$ cat src/rtl/clk_pkg.sv
// Shared constants, field widths and hour conversion for the real-time clock core.
// Latency: n/a (types and pure functions only).
// Backpressure: n/a.
package clk_pkg;

  localparam int HOUR_W = 5;
  localparam int MIN_W  = 6;
  localparam int SEC_W  = 6;

  localparam logic [SEC_W-1:0]  SEC_MAX    = 6'd59;
  localparam logic [MIN_W-1:0]  MIN_MAX    = 6'd59;
  localparam logic [HOUR_W-1:0] HOUR24_MAX = 5'd23;
  localparam logic [HOUR_W-1:0] HOUR12_MAX = 5'd12;

  // 12h display hour plus PM flag to internal 0..23 hour (12 AM -> 0, 12 PM -> 12).
  function automatic logic [HOUR_W-1:0] hour12_to_24(input logic [HOUR_W-1:0] hour12,
                                                     input logic              pm);
    logic [HOUR_W-1:0] base;
    base = hour12 % HOUR12_MAX;
    return base + (pm ? HOUR12_MAX : 5'd0);
  endfunction

endpackage

$ cat src/rtl/digital_clk_cfg_if.sv
// Control/status bundle between the clock core and its user (display driver, sounder, CPU).
// Latency: n/a (wires only).
// Backpressure: none; inputs are sampled every cycle, outputs are level or one-cycle pulses.
// Ports: run/mode/set/alarm controls in, display time plus tick/day_wrap/set_err/alarm pulses out.
interface digital_clk_cfg_if;
  import clk_pkg::*;

  logic              run_i;
  logic              mode_24h_i;
  logic              set_i;
  logic [HOUR_W-1:0] set_hour_i;
  logic              set_pm_i;
  logic [MIN_W-1:0]  set_min_i;
  logic [SEC_W-1:0]  set_sec_i;
  logic              alarm_en_i;
  logic [HOUR_W-1:0] alarm_hour_i;
  logic [MIN_W-1:0]  alarm_min_i;

  logic [HOUR_W-1:0] hour_o;
  logic              pm_o;
  logic [MIN_W-1:0]  min_o;
  logic [SEC_W-1:0]  sec_o;
  logic              tick_o;
  logic              day_wrap_o;
  logic              set_err_o;
  logic              alarm_o;

  modport master (
    output run_i, mode_24h_i, set_i, set_hour_i, set_pm_i, set_min_i, set_sec_i,
           alarm_en_i, alarm_hour_i, alarm_min_i,
    input  hour_o, pm_o, min_o, sec_o, tick_o, day_wrap_o, set_err_o, alarm_o
  );

  modport slave (
    input  run_i, mode_24h_i, set_i, set_hour_i, set_pm_i, set_min_i, set_sec_i,
           alarm_en_i, alarm_hour_i, alarm_min_i,
    output hour_o, pm_o, min_o, sec_o, tick_o, day_wrap_o, set_err_o, alarm_o
  );

endinterface

$ cat src/rtl/tick_prescaler.sv
// Divides clk_i by TICK_DIV into a one-cycle advance strobe; count freezes while en_i is low.
// Latency: tick_o is combinational, high in the cycle the count sits at TICK_DIV-1 with en_i.
// Backpressure: none; clr_i restarts the count from zero and wins over en_i.
// Ports: clk_i, reset_i (sync, active-high), en_i (count enable), clr_i (restart), tick_o.
module tick_prescaler #(
  parameter int TICK_DIV = 100_000_000
) (
  input  logic clk_i,
  input  logic reset_i,
  input  logic en_i,
  input  logic clr_i,
  output logic tick_o
);

  localparam int              PCNT_W = $clog2(TICK_DIV);
  localparam logic [PCNT_W-1:0] LAST = PCNT_W'(TICK_DIV - 1);

  logic [PCNT_W-1:0] r_pcnt;
  logic              w_last;

  assign w_last = (r_pcnt == LAST);
  assign tick_o = en_i && w_last;

  always_ff @(posedge clk_i) begin
    if (reset_i) begin
      r_pcnt <= '0;
    end else if (clr_i) begin
      r_pcnt <= '0;
    end else if (en_i) begin
      r_pcnt <= w_last ? '0 : r_pcnt + 1'b1;
    end
  end

endmodule

$ cat src/rtl/digital_clk_cfg.sv
// Real-time clock core: 1 Hz time of day with 12h/24h display, validated set, run/pause, alarm.
// Latency: display decode is zero-latency from state; tick/day_wrap/alarm/set_err pulse the cycle after their cause.
// Backpressure: none; a valid set overrides a coincident advance, a rejected set does not.
// Ports: clk_i, reset_i (sync, active-high), bus (slave side of digital_clk_cfg_if).
module digital_clk_cfg
  import clk_pkg::*;
#(
  parameter int TICK_DIV = 100_000_000,
  parameter bit ALARM_EN = 1'b1
) (
  input  logic               clk_i,
  input  logic               reset_i,
  digital_clk_cfg_if.slave   bus
);

  logic [HOUR_W-1:0] r_hour;
  logic [MIN_W-1:0]  r_min;
  logic [SEC_W-1:0]  r_sec;
  logic              r_tick;
  logic              r_day_wrap;
  logic              r_set_err;
  logic              r_alarm;

  logic              w_adv;
  logic              w_hour_ok;
  logic              w_set_ok;
  logic              w_set_load;
  logic              w_set_rej;
  logic [HOUR_W-1:0] w_set_h24;
  logic              w_sec_wrap;
  logic              w_min_wrap;
  logic              w_hour_wrap;
  logic [SEC_W-1:0]  w_nxt_sec;
  logic [MIN_W-1:0]  w_nxt_min;
  logic [HOUR_W-1:0] w_nxt_hour;
  logic              w_day_wrap;
  logic              w_alarm_hit;
  logic [HOUR_W-1:0] w_h12;

  tick_prescaler #(.TICK_DIV(TICK_DIV)) u_prescaler (
    .clk_i   (clk_i),
    .reset_i (reset_i),
    .en_i    (bus.run_i),
    .clr_i   (w_set_load),   // a loaded time gets a full second before its first advance
    .tick_o  (w_adv)
  );

  // Set validation: the hour range depends on the format the user is typing in.
  assign w_hour_ok  = bus.mode_24h_i ? (bus.set_hour_i <= HOUR24_MAX)
                                     : ((bus.set_hour_i != '0) && (bus.set_hour_i <= HOUR12_MAX));
  assign w_set_ok   = w_hour_ok && (bus.set_min_i <= MIN_MAX) && (bus.set_sec_i <= SEC_MAX);
  assign w_set_load = bus.set_i && w_set_ok;
  assign w_set_rej  = bus.set_i && !w_set_ok;
  assign w_set_h24  = bus.mode_24h_i ? bus.set_hour_i : hour12_to_24(bus.set_hour_i, bus.set_pm_i);

  // Time one second ahead of the current state.
  assign w_sec_wrap  = (r_sec == SEC_MAX);
  assign w_min_wrap  = (r_min == MIN_MAX);
  assign w_hour_wrap = (r_hour == HOUR24_MAX);
  assign w_nxt_sec   = w_sec_wrap ? '0 : r_sec + 1'b1;
  assign w_nxt_min   = !w_sec_wrap ? r_min : (w_min_wrap ? '0 : r_min + 1'b1);
  assign w_nxt_hour  = !(w_sec_wrap && w_min_wrap) ? r_hour : (w_hour_wrap ? '0 : r_hour + 1'b1);
  assign w_day_wrap  = w_sec_wrap && w_min_wrap && w_hour_wrap;

  // Evaluated on the advanced time only, so a set landing on the alarm never fires it.
  // An alarm hour above 23 can never equal w_nxt_hour.
  assign w_alarm_hit = ALARM_EN && bus.alarm_en_i && (w_nxt_sec == '0)
                       && (w_nxt_min == bus.alarm_min_i) && (w_nxt_hour == bus.alarm_hour_i);

  always_ff @(posedge clk_i) begin
    if (reset_i) begin
      r_hour     <= '0;
      r_min      <= '0;
      r_sec      <= '0;
      r_tick     <= 1'b0;
      r_day_wrap <= 1'b0;
      r_set_err  <= 1'b0;
      r_alarm    <= 1'b0;
    end else begin
      r_tick     <= 1'b0;
      r_day_wrap <= 1'b0;
      r_alarm    <= 1'b0;
      r_set_err  <= w_set_rej;
      if (w_set_load) begin
        r_hour <= w_set_h24;
        r_min  <= bus.set_min_i;
        r_sec  <= bus.set_sec_i;
      end else if (w_adv) begin
        r_hour     <= w_nxt_hour;
        r_min      <= w_nxt_min;
        r_sec      <= w_nxt_sec;
        r_tick     <= 1'b1;
        r_day_wrap <= w_day_wrap;
        r_alarm    <= w_alarm_hit;
      end
    end
  end

  // Display decode straight from state; mode only affects presentation.
  assign w_h12       = (r_hour >= HOUR12_MAX) ? r_hour - HOUR12_MAX : r_hour;
  assign bus.hour_o  = bus.mode_24h_i ? r_hour : ((w_h12 == '0) ? HOUR12_MAX : w_h12);
  assign bus.pm_o    = (r_hour >= HOUR12_MAX);
  assign bus.min_o   = r_min;
  assign bus.sec_o   = r_sec;
  assign bus.tick_o     = r_tick;
  assign bus.day_wrap_o = r_day_wrap;
  assign bus.set_err_o  = r_set_err;
  assign bus.alarm_o    = r_alarm;

endmodule
$ cat src/flat_wrapper.sv
// flat-port wrapper written by rule: the top's interface ports become plain ports
module digital_clk_cfg_flat import clk_pkg::*;
#(
  parameter int TICK_DIV = 100_000_000,
  parameter bit ALARM_EN = 1'b1
)
  (clk_i, reset_i, bus_run_i, bus_mode_24h_i, bus_set_i, bus_set_hour_i, bus_set_pm_i, bus_set_min_i, bus_set_sec_i, bus_alarm_en_i, bus_alarm_hour_i, bus_alarm_min_i, bus_hour_o, bus_pm_o, bus_min_o, bus_sec_o, bus_tick_o, bus_day_wrap_o, bus_set_err_o, bus_alarm_o);
  digital_clk_cfg_if bus_i ();
  input  logic clk_i;
  input  logic reset_i;
  input wire logic [$bits(bus_i.run_i)-1:0] bus_run_i;
  input wire logic [$bits(bus_i.mode_24h_i)-1:0] bus_mode_24h_i;
  input wire logic [$bits(bus_i.set_i)-1:0] bus_set_i;
  input wire logic [$bits(bus_i.set_hour_i)-1:0] bus_set_hour_i;
  input wire logic [$bits(bus_i.set_pm_i)-1:0] bus_set_pm_i;
  input wire logic [$bits(bus_i.set_min_i)-1:0] bus_set_min_i;
  input wire logic [$bits(bus_i.set_sec_i)-1:0] bus_set_sec_i;
  input wire logic [$bits(bus_i.alarm_en_i)-1:0] bus_alarm_en_i;
  input wire logic [$bits(bus_i.alarm_hour_i)-1:0] bus_alarm_hour_i;
  input wire logic [$bits(bus_i.alarm_min_i)-1:0] bus_alarm_min_i;
  output wire logic [$bits(bus_i.hour_o)-1:0] bus_hour_o;
  output wire logic [$bits(bus_i.pm_o)-1:0] bus_pm_o;
  output wire logic [$bits(bus_i.min_o)-1:0] bus_min_o;
  output wire logic [$bits(bus_i.sec_o)-1:0] bus_sec_o;
  output wire logic [$bits(bus_i.tick_o)-1:0] bus_tick_o;
  output wire logic [$bits(bus_i.day_wrap_o)-1:0] bus_day_wrap_o;
  output wire logic [$bits(bus_i.set_err_o)-1:0] bus_set_err_o;
  output wire logic [$bits(bus_i.alarm_o)-1:0] bus_alarm_o;
  assign bus_i.run_i = bus_run_i;
  assign bus_i.mode_24h_i = bus_mode_24h_i;
  assign bus_i.set_i = bus_set_i;
  assign bus_i.set_hour_i = bus_set_hour_i;
  assign bus_i.set_pm_i = bus_set_pm_i;
  assign bus_i.set_min_i = bus_set_min_i;
  assign bus_i.set_sec_i = bus_set_sec_i;
  assign bus_i.alarm_en_i = bus_alarm_en_i;
  assign bus_i.alarm_hour_i = bus_alarm_hour_i;
  assign bus_i.alarm_min_i = bus_alarm_min_i;
  assign bus_hour_o = bus_i.hour_o;
  assign bus_pm_o = bus_i.pm_o;
  assign bus_min_o = bus_i.min_o;
  assign bus_sec_o = bus_i.sec_o;
  assign bus_tick_o = bus_i.tick_o;
  assign bus_day_wrap_o = bus_i.day_wrap_o;
  assign bus_set_err_o = bus_i.set_err_o;
  assign bus_alarm_o = bus_i.alarm_o;
  digital_clk_cfg #(.TICK_DIV(TICK_DIV), .ALARM_EN(ALARM_EN)) u_core (.clk_i(clk_i), .reset_i(reset_i), .bus(bus_i));
endmodule
$ cat config.mk
export PLATFORM = sky130hd
export DESIGN_NAME = digital_clk_cfg_flat
export DESIGN_NICKNAME = d
export VERILOG_FILES = /design/src/rtl/clk_pkg.sv /design/src/rtl/digital_clk_cfg_if.sv /design/src/rtl/tick_prescaler.sv /design/src/rtl/digital_clk_cfg.sv /design/src/flat_wrapper.sv
export SDC_FILE = /design/constraint.sdc
export NUM_CORES = 1
export LEC_CHECK = 0
export CORE_MARGIN = 2
export CORE_UTILIZATION = 50
export CTS_CLUSTER_DIAMETER = 150
export CTS_CLUSTER_SIZE = 24
export DETAILED_ROUTE_END_ITERATION = 10
export GPL_TIMING_DRIVEN = 1
export PLACE_DENSITY = 0.76
export SLEW_MARGIN = 30
export SYNTH_ARGS = -nofsm -noshare
export SYNTH_HDL_FRONTEND = slang
export SYNTH_SLANG_ARGS = --single-unit
$ cat constraint.sdc
create_clock -name clk_i -period 4.3 [get_ports clk_i]
set_input_delay 0.86 -clock clk_i [delete_from_list [all_inputs] [get_ports clk_i]]
set_output_delay 0.86 -clock clk_i [all_outputs]
set_load 0.05 [all_outputs]
Word-level counts from Yosys, hierarchy flattened
Index checks and enable logic that the tools add are counted.
{ "classes": {"n_addsub": 6, "div_mod_pow": 1, "order_cmp": 5, "eq_ne": 6, "mux": 19, "bitwise_logic": 1, "reduce_logical": 18} }
{ "ops": {"columns": ["cell", "n"], "rows": [
  ["$mux 6", 7],
  ["$mux 5", 8],
  ["$add 27x1->27 const B", 1],
  ["$eq 27x27->1 const B", 1],
  ["$mux 27", 1],
  ["$add 6x1->6 const B", 2],
  ["$eq 6x6->1 const B", 2],
  ["$le 6x6->1 const B", 2],
  ["$logic_and 1x1->1", 11],
  ["$eq 6x6->1", 1],
  ["$logic_not 6->1", 1],
  ["$add 5x1->5 const B", 1],
  ["$add 5x5->5", 1],
  ["$eq 5x5->1", 1],
  ["$eq 5x5->1 const B", 1],
  ["$ge 5x4->1 const B", 1],
  ["$le 5x4->1 const B", 1],
  ["$le 5x5->1 const B", 1],
  ["$logic_not 5->1", 1],
  ["$mod 5x4->5 const B", 1],
  ["$reduce_bool 5->1", 1],
  ["$sub 5x4->5 const B", 1],
  ["$mux 4", 1],
  ["$reduce_or 3->1", 1],
  ["5 further kinds", 6]
]} }
{ "word_totals": {"regBits": 48, "inputBits": 35, "output_inout_bits": 22, "elab_cells": 64} }

Longest topological paths before layout
Gate-level depths: netlist of the first run.
{ "logic_depth": {"ltp_word": 7, "ltp_mapped": 10, "mapped_depth_nobuf": 8} }

Hierarchy
Synthesis of the first run repeated with hierarchy kept, for this count alone.
{ "hier_totals": {"hier_cells": 445, "area_unflattened_um2": 3554.7} }
{ "modules_own_cells": {"columns": ["mod", "n_inst", "cells_per_inst", "area_each_um2", "seq_area_each_um2"], "rows": [
  ["digital_clk_cfg", 1, 289, 2207.1, 420.4],
  ["tick_prescaler", 1, 156, 1347.5, 540.5]
]} }

Least setup slack after synthesis of the first run
Ideal clock, no wire load.
{ "synth_timing": {"kind": "reg2out", "from": "register u_core.r_hour[2]", "to": "output port bus_hour_o[2]", "arrival_time_ns": 2.421, "t_required_ns": 3.440, "slack_ns": 1.019, "path_stages_with_launch": 8, "path_buffers": 1, "cell_sequence": "dfxtp_1 -> ha_1 -> clkbuf_1 -> xor2_1 -> and3_1 -> o21ai_0 -> o21a_1 -> o21ai_0"} }
{ "synth_via": {"elab_chain_len": 5, "word_cells_on_any_way": 6, "cone_classes": "add/sub: 1; order compare: 1; mux: 3; reduce/logical: 1"} }
{ "synth_rtl": {"columns": ["item", "line_no", "text"], "rows": [
  ["from (decl)", "digital_clk_cfg.sv:16", "logic [HOUR_W-1:0] r_hour;"],
  ["from (signal assigned)", "digital_clk_cfg.sv:85", "r_hour <= w_set_h24;"],
  ["from (signal assigned)", "digital_clk_cfg.sv:89", "r_hour <= w_nxt_hour;"],
  ["$sub 5x4->5 / $ge 5x4->1 (equally long branches)", "digital_clk_cfg.sv:100", "assign w_h12 = (r_hour >= HOUR12_MAX) ? r_hour - HOUR12_MAX : r_hour;"],
  ["$mux 5", "digital_clk_cfg.sv:100", null],
  ["$logic_not 5->1", "digital_clk_cfg.sv:101", "assign bus.hour_o = bus.mode_24h_i ? r_hour : ((w_h12 == '0) ? HOUR12_MAX : w_h12);"],
  ["$mux 5", "digital_clk_cfg.sv:101", null],
  ["$mux 5 *", "digital_clk_cfg.sv:101", null],
  ["to (decl)", "flat_wrapper.sv:21", "output wire logic [$bits(bus_i.hour_o)-1:0] bus_hour_o;"]
]} }
Mark *: on every way between the ends. The rest lies on a longest branch, timed or not.

Worst setup path after layout of the first run
{ "layout_timing": {"from": "register u_core.r_hour[2]", "to": "output port bus_hour_o[3]"} }
{ "layout_via": {"elab_chain_len": 5, "word_cells_on_any_way": 6, "cone_classes": "add/sub: 1; order compare: 1; mux: 3; reduce/logical: 1"} }
{ "layout_rtl": {"columns": ["item", "line_no"], "rows": [
  ["$sub 5x4->5 / $ge 5x4->1 (equally long branches)", "digital_clk_cfg.sv:100"],
  ["$mux 5 *", "digital_clk_cfg.sv:100"],
  ["$logic_not 5->1", "digital_clk_cfg.sv:101"],
  ["$mux 5 * (2 in series)", "digital_clk_cfg.sv:101"]
]} }
Marks and branches as above.

==> metrics.txt, run 1 <==
Num CTS Buffers=5; Clk Latency, worst-skew pair=310 ps; register area=960.9 um2; Worst setup SP type=register; hold path start=u_core.u_prescaler.r_pcnt[24]$_SDFFE_PP0P_; final setup TNS=0 ps; Top FF cell, synth=dfxtp_1; crit-path max cell delay=810 ps; Initial Util=52.02%; Most common cell on crit path=a21oi_1; I/O pin count=57; Net Sw Power=0.3526 mW; Slew @ Worst Pin=821.5 ps; drt pass-1 iters=5; area grow syn2layout=20.68%; final setup fails=0; Overall Global Routing Usage=24.13%; DIE HEIGHT=85.51 um; Post-synth EDFFs=0; share of post-route cells with drive strength above 1=4.430%; DRC=0; Final Hold Viols=0; Antenna Violating Nets Remaining=0; leak pwr=1.415 nW; clk root buf=clkbuf_8; Synth Instances=431; Synthesized Nets=476; Critical Path Sink Type=output pin; n_diodes=0; wire length per cell=15.66 um; CTS HTree Levels=2; DP HPWL=6290 um; GR Overflow Total=0; Filler cells=588; die area=7312 um2; fin. max-slew vios=0; f_max=261.9 MHz; Clk pwr share=31.0%; post-cts resize count=0; Power Internal=0.7460 mW; Syn Area/Cell=7.708 um2; first-pass GRT wire length=14460 um; commonest non-fill, non-tap cell in the layout=nor2_1; Nets=518; CP max-delay cell=clkdlybuf4s50_1; post-synthesis sequential area ratio=28.93%; crit path cell chain=ha_1 > xor2_1 > and3_1 > o21ai_0 > a21oi_1 > nor2_1 > a21oi_1 > clkdlybuf4s50_1; Sink Count=48; DR vias/cell=6.024; post-CTS setup repair buffer count=0; Slew Limit Headroom=45.10%; power share of the combinational group=24.1%; Buf/Inv on CP=1; most frequent cells in the layout=nor2_1, clkdlybuf4s50_1, dfxtp_1, nand2_1, nand3_1; R2R Path Start=u_core.bus.sec_o[0]$_SDFFE_PP0P_; crit path launch=u_core.r_hour[2]$_SDFFE_PP0P_; Die Wd=85.51 um; Sw Share=32.10%; DRT iter0 DRCs=172; FP Rows=29; CTS clock-pin slew for the worst setup and hold paths=100 ps; Final min period=3819 ps; Vias=3319; Max Cap Violations=0; CTS tree=yes; pin count of the biggest net entering global routing=25; status=complete, no violations; Syn Std Cell Area=3322 um2; Crit path max-delay family=buffers and inverters; routed wire length=8628 um; Core Area=6386 um2; hold crit path type=register to register; fin crit share=88.80%; RSZ-0062 raised after global routing=no; vias in the first global route=3071; CTS Buffer Depth=2; maximum VDD drop=0.0001824 V; clk_skew=6.461 ps; flop and latch count out of synthesis=48; ys async rst share=0%; Worst EP required=3440 ps; Distinct cells, synth=62; Tot Pwr=1.099 mW; Post-CTS Hold Buffers=0; multi-input combinational cell area=2193 um2; Critical Path AT=2960 ps; crit path max fanout=14; port bufs=56; antenna violations before repair=0; WS Path Type=register to output pin; Flop pwr share=44.9%; Routability Congestion=0.9030; Power per Cell Area=274.0 nW/um2; synth warn=0
per-layer routing:
metal / global-route usage, % / up-vias / routed length, um
met4: 6.205 / 0 / 138
li1: - / 1659 / -
met1: 32.34 / 1543 / 4001
met2: 40.41 / 104 / 4092
met3: 4.139 / 13 / 396
met5: 0 / - / 0
power groups by stage:
stage          clock network [mW]  logic [mW]  registers, mW
2_1_floorplan                   0       0.150          0.513
4_1_cts                     0.348       0.264          0.492
3_3_place_gp                    0       0.260          0.501
6_report                    0.340       0.265          0.493
5_1_grt                     0.368       0.287          0.497
3_5_place_dp                    0       0.262          0.502
Yosys cell counts (9+ instances only):
cell type	n	share of area, %
clkbuf_1	16	1.8
inv_1	12	1.4
mux2i_1	9	2.7
a211oi_1	9	2.0
o21ai_0	15	2.3
xnor2_1	10	2.6
nor2_1	63	7.1
a21oi_1	10	1.5
nand4_1	13	2.4
a311oi_1	11	2.9
ha_1	9	3.4
xor2_1	19	5.0
and3_1	14	2.6
nand3_1	23	3.5
nand2_1	44	5.0
dfxtp_1	48	29
sequential cells by signal (all words and copies together) (netlist names):
register and cells:
u_core.bus.alarm_o 1, u_core.bus.tick_o 1, u_core.bus.min_o 6, u_core.bus.set_err_o 1, u_core.r_hour 5, u_core.bus.day_wrap_o 1, u_core.bus.sec_o 6, u_core.u_prescaler.r_pcnt 27
layout make-up:
type                    instances  area share, %
flip-flops and latches         48          23.97
well taps                      77          2.403
inverters                      12          1.124
multi-input cells             345          54.71
clock buffers                   5          1.717
repair buffers                 61          14.92
clock inverters                 3          1.155
worst register-to-register path: cells and delay by family (launching register included):
family          cells  cell delay, ps
fa+ha+maj           1             340
flops               1             450
compound gates      1             550
simple gates        4            1230
mux                 1             180
cells by family (layout without fill, tap and decap cells):
| group | count (synthesis) | count (layout) | synth area share, % |
|---|---|---|---|
| buffers and inverters | 38 | 81 | 5.047 |
| xor gates and xnor gates | 29 | 29 | 7.646 |
| adders and majority gates | 10 | 10 | 3.993 |
| and+or+nand+nor | 216 | 216 | 34.16 |
| AOI/OAI and AO/OA | 80 | 80 | 17.18 |
| muxes | 10 | 10 | 3.051 |
| DFF | 48 | 48 | 28.93 |
path summary, 6_finish.rpt:
| path | cells past startpoint | endpoint | slack, ps |
|---|---|---|---|
| worst max-delay path | 8 | bus_hour_o[3] | 480 |
| worst min-delay path | 2 | u_core.u_prescaler.r_pcnt[24]$_SDFFE_PP0P_ | 520 |
| worst max register to register | 7 | u_core.bus.alarm_o$_SDFF_PP0_ | 1430 |
| worst min register to register | 2 | u_core.u_prescaler.r_pcnt[24]$_SDFFE_PP0P_ | 520 |
stage by stage:
stage                     worst slack, ps  hold slack (ps)  util [%]  std cells  area, um2
after floorplan                      1019            470.6         -        431       3322
after global placement              811.8            486.0     60.97        543       3894
after detailed placement            787.9            501.6     60.97        543       3894
after CTS                           496.5            527.8     62.77        551       4009
after global routing                246.5            562.0     62.77        551       4009
final                               481.4            522.9     62.77        551       4009
(Power assumes the default switching activity.)
==> inputs of run 2 (changes only) <==
--- a/config.mk
+++ b/config.mk
@@ -8,3 +8,3 @@
 export CORE_MARGIN = 2
-export CORE_UTILIZATION = 50
+export CORE_UTILIZATION = 58
 export CTS_CLUSTER_DIAMETER = 150
@@ -13,3 +13,3 @@
 export GPL_TIMING_DRIVEN = 1
-export PLACE_DENSITY = 0.76
+export PLACE_DENSITY = 0.86
 export SLEW_MARGIN = 30
==> constraint.sdc (replaced) <==
create_clock -name clk_i -period 4.3 [get_ports clk_i]
set_input_delay 0.43 -clock clk_i [delete_from_list [all_inputs] [get_ports clk_i]]
set_output_delay 0.43 -clock clk_i [all_outputs]
set_load 0.05 [all_outputs]
==> run 2 against run 1 <==
Against the previous run:
- cell area shrank 1.3%
- clock skew grew 0.59 ps
- core utilization increased by 9.1 points
- clock-buffer cell count rose by 1
- combinational power barely moved
- sequential share of layout area rose by 0.33 points
- hold slack better by 3.2 ps
==> metrics.txt, run 2 (same netlist as run 1, synthesis figures left out) <==
Max Cap Violations=0; Critical Path Sink Type=output pin; first-pass GRT wire length=13970 um; R2R Path Start=u_core.bus.sec_o[0]$_SDFFE_PP0P_; share of post-route cells with drive strength above 1=3.617%; Clk Latency, worst-skew pair=310 ps; DR vias/cell=6.306; DRT iter0 DRCs=264; Routability Congestion=0.9130; Initial Util=60.33%; Crit path max-delay family=buffers and inverters; Worst EP required=3870 ps; GR Overflow Total=0; CTS clock-pin slew for the worst setup and hold paths=100 ps; register area=960.9 um2; n_diodes=0; Most common cell on crit path=nor2_1; crit path cell chain=ha_1 > xor2_1 > and3_1 > o21ai_0 > nor2_1 > nor2_1 > clkdlybuf4s50_1; Slew @ Worst Pin=910.8 ps; post-CTS setup repair buffer count=0; fin. max-slew vios=0; CTS HTree Levels=2; Power per Cell Area=266.9 nW/um2; vias in the first global route=3077; drt pass-1 iters=5; Power Internal=0.6984 mW; area grow syn2layout=19.06%; routed wire length=8805 um; leak pwr=1.385 nW; wire length per cell=16.25 um; Largest register FFs=27; I/O pin count=57; crit-path max cell delay=800 ps; post-cts resize count=0; Post-CTS Hold Buffers=0; DIE HEIGHT=79.68 um; placed cell areas=3857 um2; crit path max fanout=14; Nets=514; Filler cells=454; crit path launch=u_core.r_hour[2]$_SDFFE_PP0P_; CTS Buffer Depth=2; Core Area=5507 um2; final setup TNS=0 ps; Worst setup SP type=register; Final Hold Viols=0; Clk pwr share=28.4%; Antenna Violating Nets Remaining=0; die area=6349 um2; Sink Count=48; final setup fails=0; Sw Share=33.82%; Final Instance Area=3955 um2; Top reg by flops=u_core.u_prescaler.r_pcnt; WS Path Type=register to output pin; fin crit share=80.19%; most frequent cells in the layout=nor2_1, clkdlybuf4s50_1, dfxtp_1, nand2_1, nand3_1; Num CTS Buffers=5; Overall Global Routing Usage=27.49%; commonest non-fill, non-tap cell in the layout=nor2_1; DRC=0; Final min period=3448 ps; CP max-delay cell=clkdlybuf4s50_1; pin count of the biggest net entering global routing=29; DP HPWL=6346 um; hold crit path type=register to register; CTS tree=yes; FP Rows=27; Flop pwr share=46.8%; hold path start=u_core.u_prescaler.r_pcnt[26]$_SDFFE_PP0P_; Critical Path AT=3020 ps; RSZ-0062 raised after global routing=no; port bufs=56; power share of the combinational group=24.8%; Vias=3418; multi-input combinational cell area=2193 um2; maximum VDD drop=0.0001779 V; clk root buf=clkbuf_8; Slew Limit Headroom=39.13%; clk_skew=7.049 ps; Die Wd=79.68 um; antenna violations before repair=0; Net Sw Power=0.3570 mW; status=complete, no violations; f_max=290.0 MHz; Buf/Inv on CP=1
[run 2: routing by layer]
| layer | track usage, % | up-vias | part of all wire, % |
|---|---|---|---|
| met1 | 35.59 | 1600 | 44 |
| met2 | 44.71 | 144 | 47 |
| li1 | - | 1647 | - |
| met5 | 0 | - | 0 |
| met3 | 5.430 | 27 | 6.8 |
| met4 | 11.21 | 0 | 2.6 |
[run 2: power by group through the flow]
stage / sequential (mW) / clock, mW / combinational (mW)
after floorplan: 0.513 / 0 / 0.150
after global placement: 0.501 / 0 / 0.254
after detailed placement: 0.502 / 0 / 0.258
after CTS: 0.492 / 0.304 / 0.260
after global routing: 0.497 / 0.319 / 0.282
final: 0.494 / 0.300 / 0.262
[run 2: per-stage QoR]
| stage | util [%] | power, mW | hold WS, ps | cells | setup WS [ps] |
|---|---|---|---|---|---|
| after floorplan | - | 0.6628 | 470.6 | 431 | 1449 |
| after global placement | 70.05 | 0.7542 | 487.3 | 534 | 1359 |
| after CTS | 71.82 | 1.056 | 529.7 | 542 | 904.8 |
| after detailed placement | 70.05 | 0.7606 | 502.8 | 534 | 1257 |
| final | 71.82 | 1.055 | 526.0 | 542 | 852.0 |
| after global routing | 71.82 | 1.098 | 560.8 | 542 | 629.1 |
[run 2: layout make-up]
cell class	count	share of cell area, %
clock buffer	6	2.088
clock inverter	2	0.3796
inverter	12	1.139
multi-input combinational	345	55.46
sequential	48	24.30
tap	72	2.278
timing repair buffer	57	14.36
[run 2: final timing paths]
check,end,slack (ps),cells past startpoint
setup / recovery,bus_hour_o[1],850,7
hold / removal,u_core.u_prescaler.r_pcnt[26]$_SDFFE_PP0P_,530,2
setup reg to reg,u_core.bus.alarm_o$_SDFF_PP0_,1330,7
hold reg to reg,u_core.u_prescaler.r_pcnt[26]$_SDFFE_PP0P_,530,2
[run 2: worst reg2reg max path: stages (launching register included)]
cell	delay, ps
dfxtp_1	460
ha_1	340
and3_1	400
nand2_1	270
mux2i_1	180
a2111oi_0	580
nand4_1	170
nor4_1	430
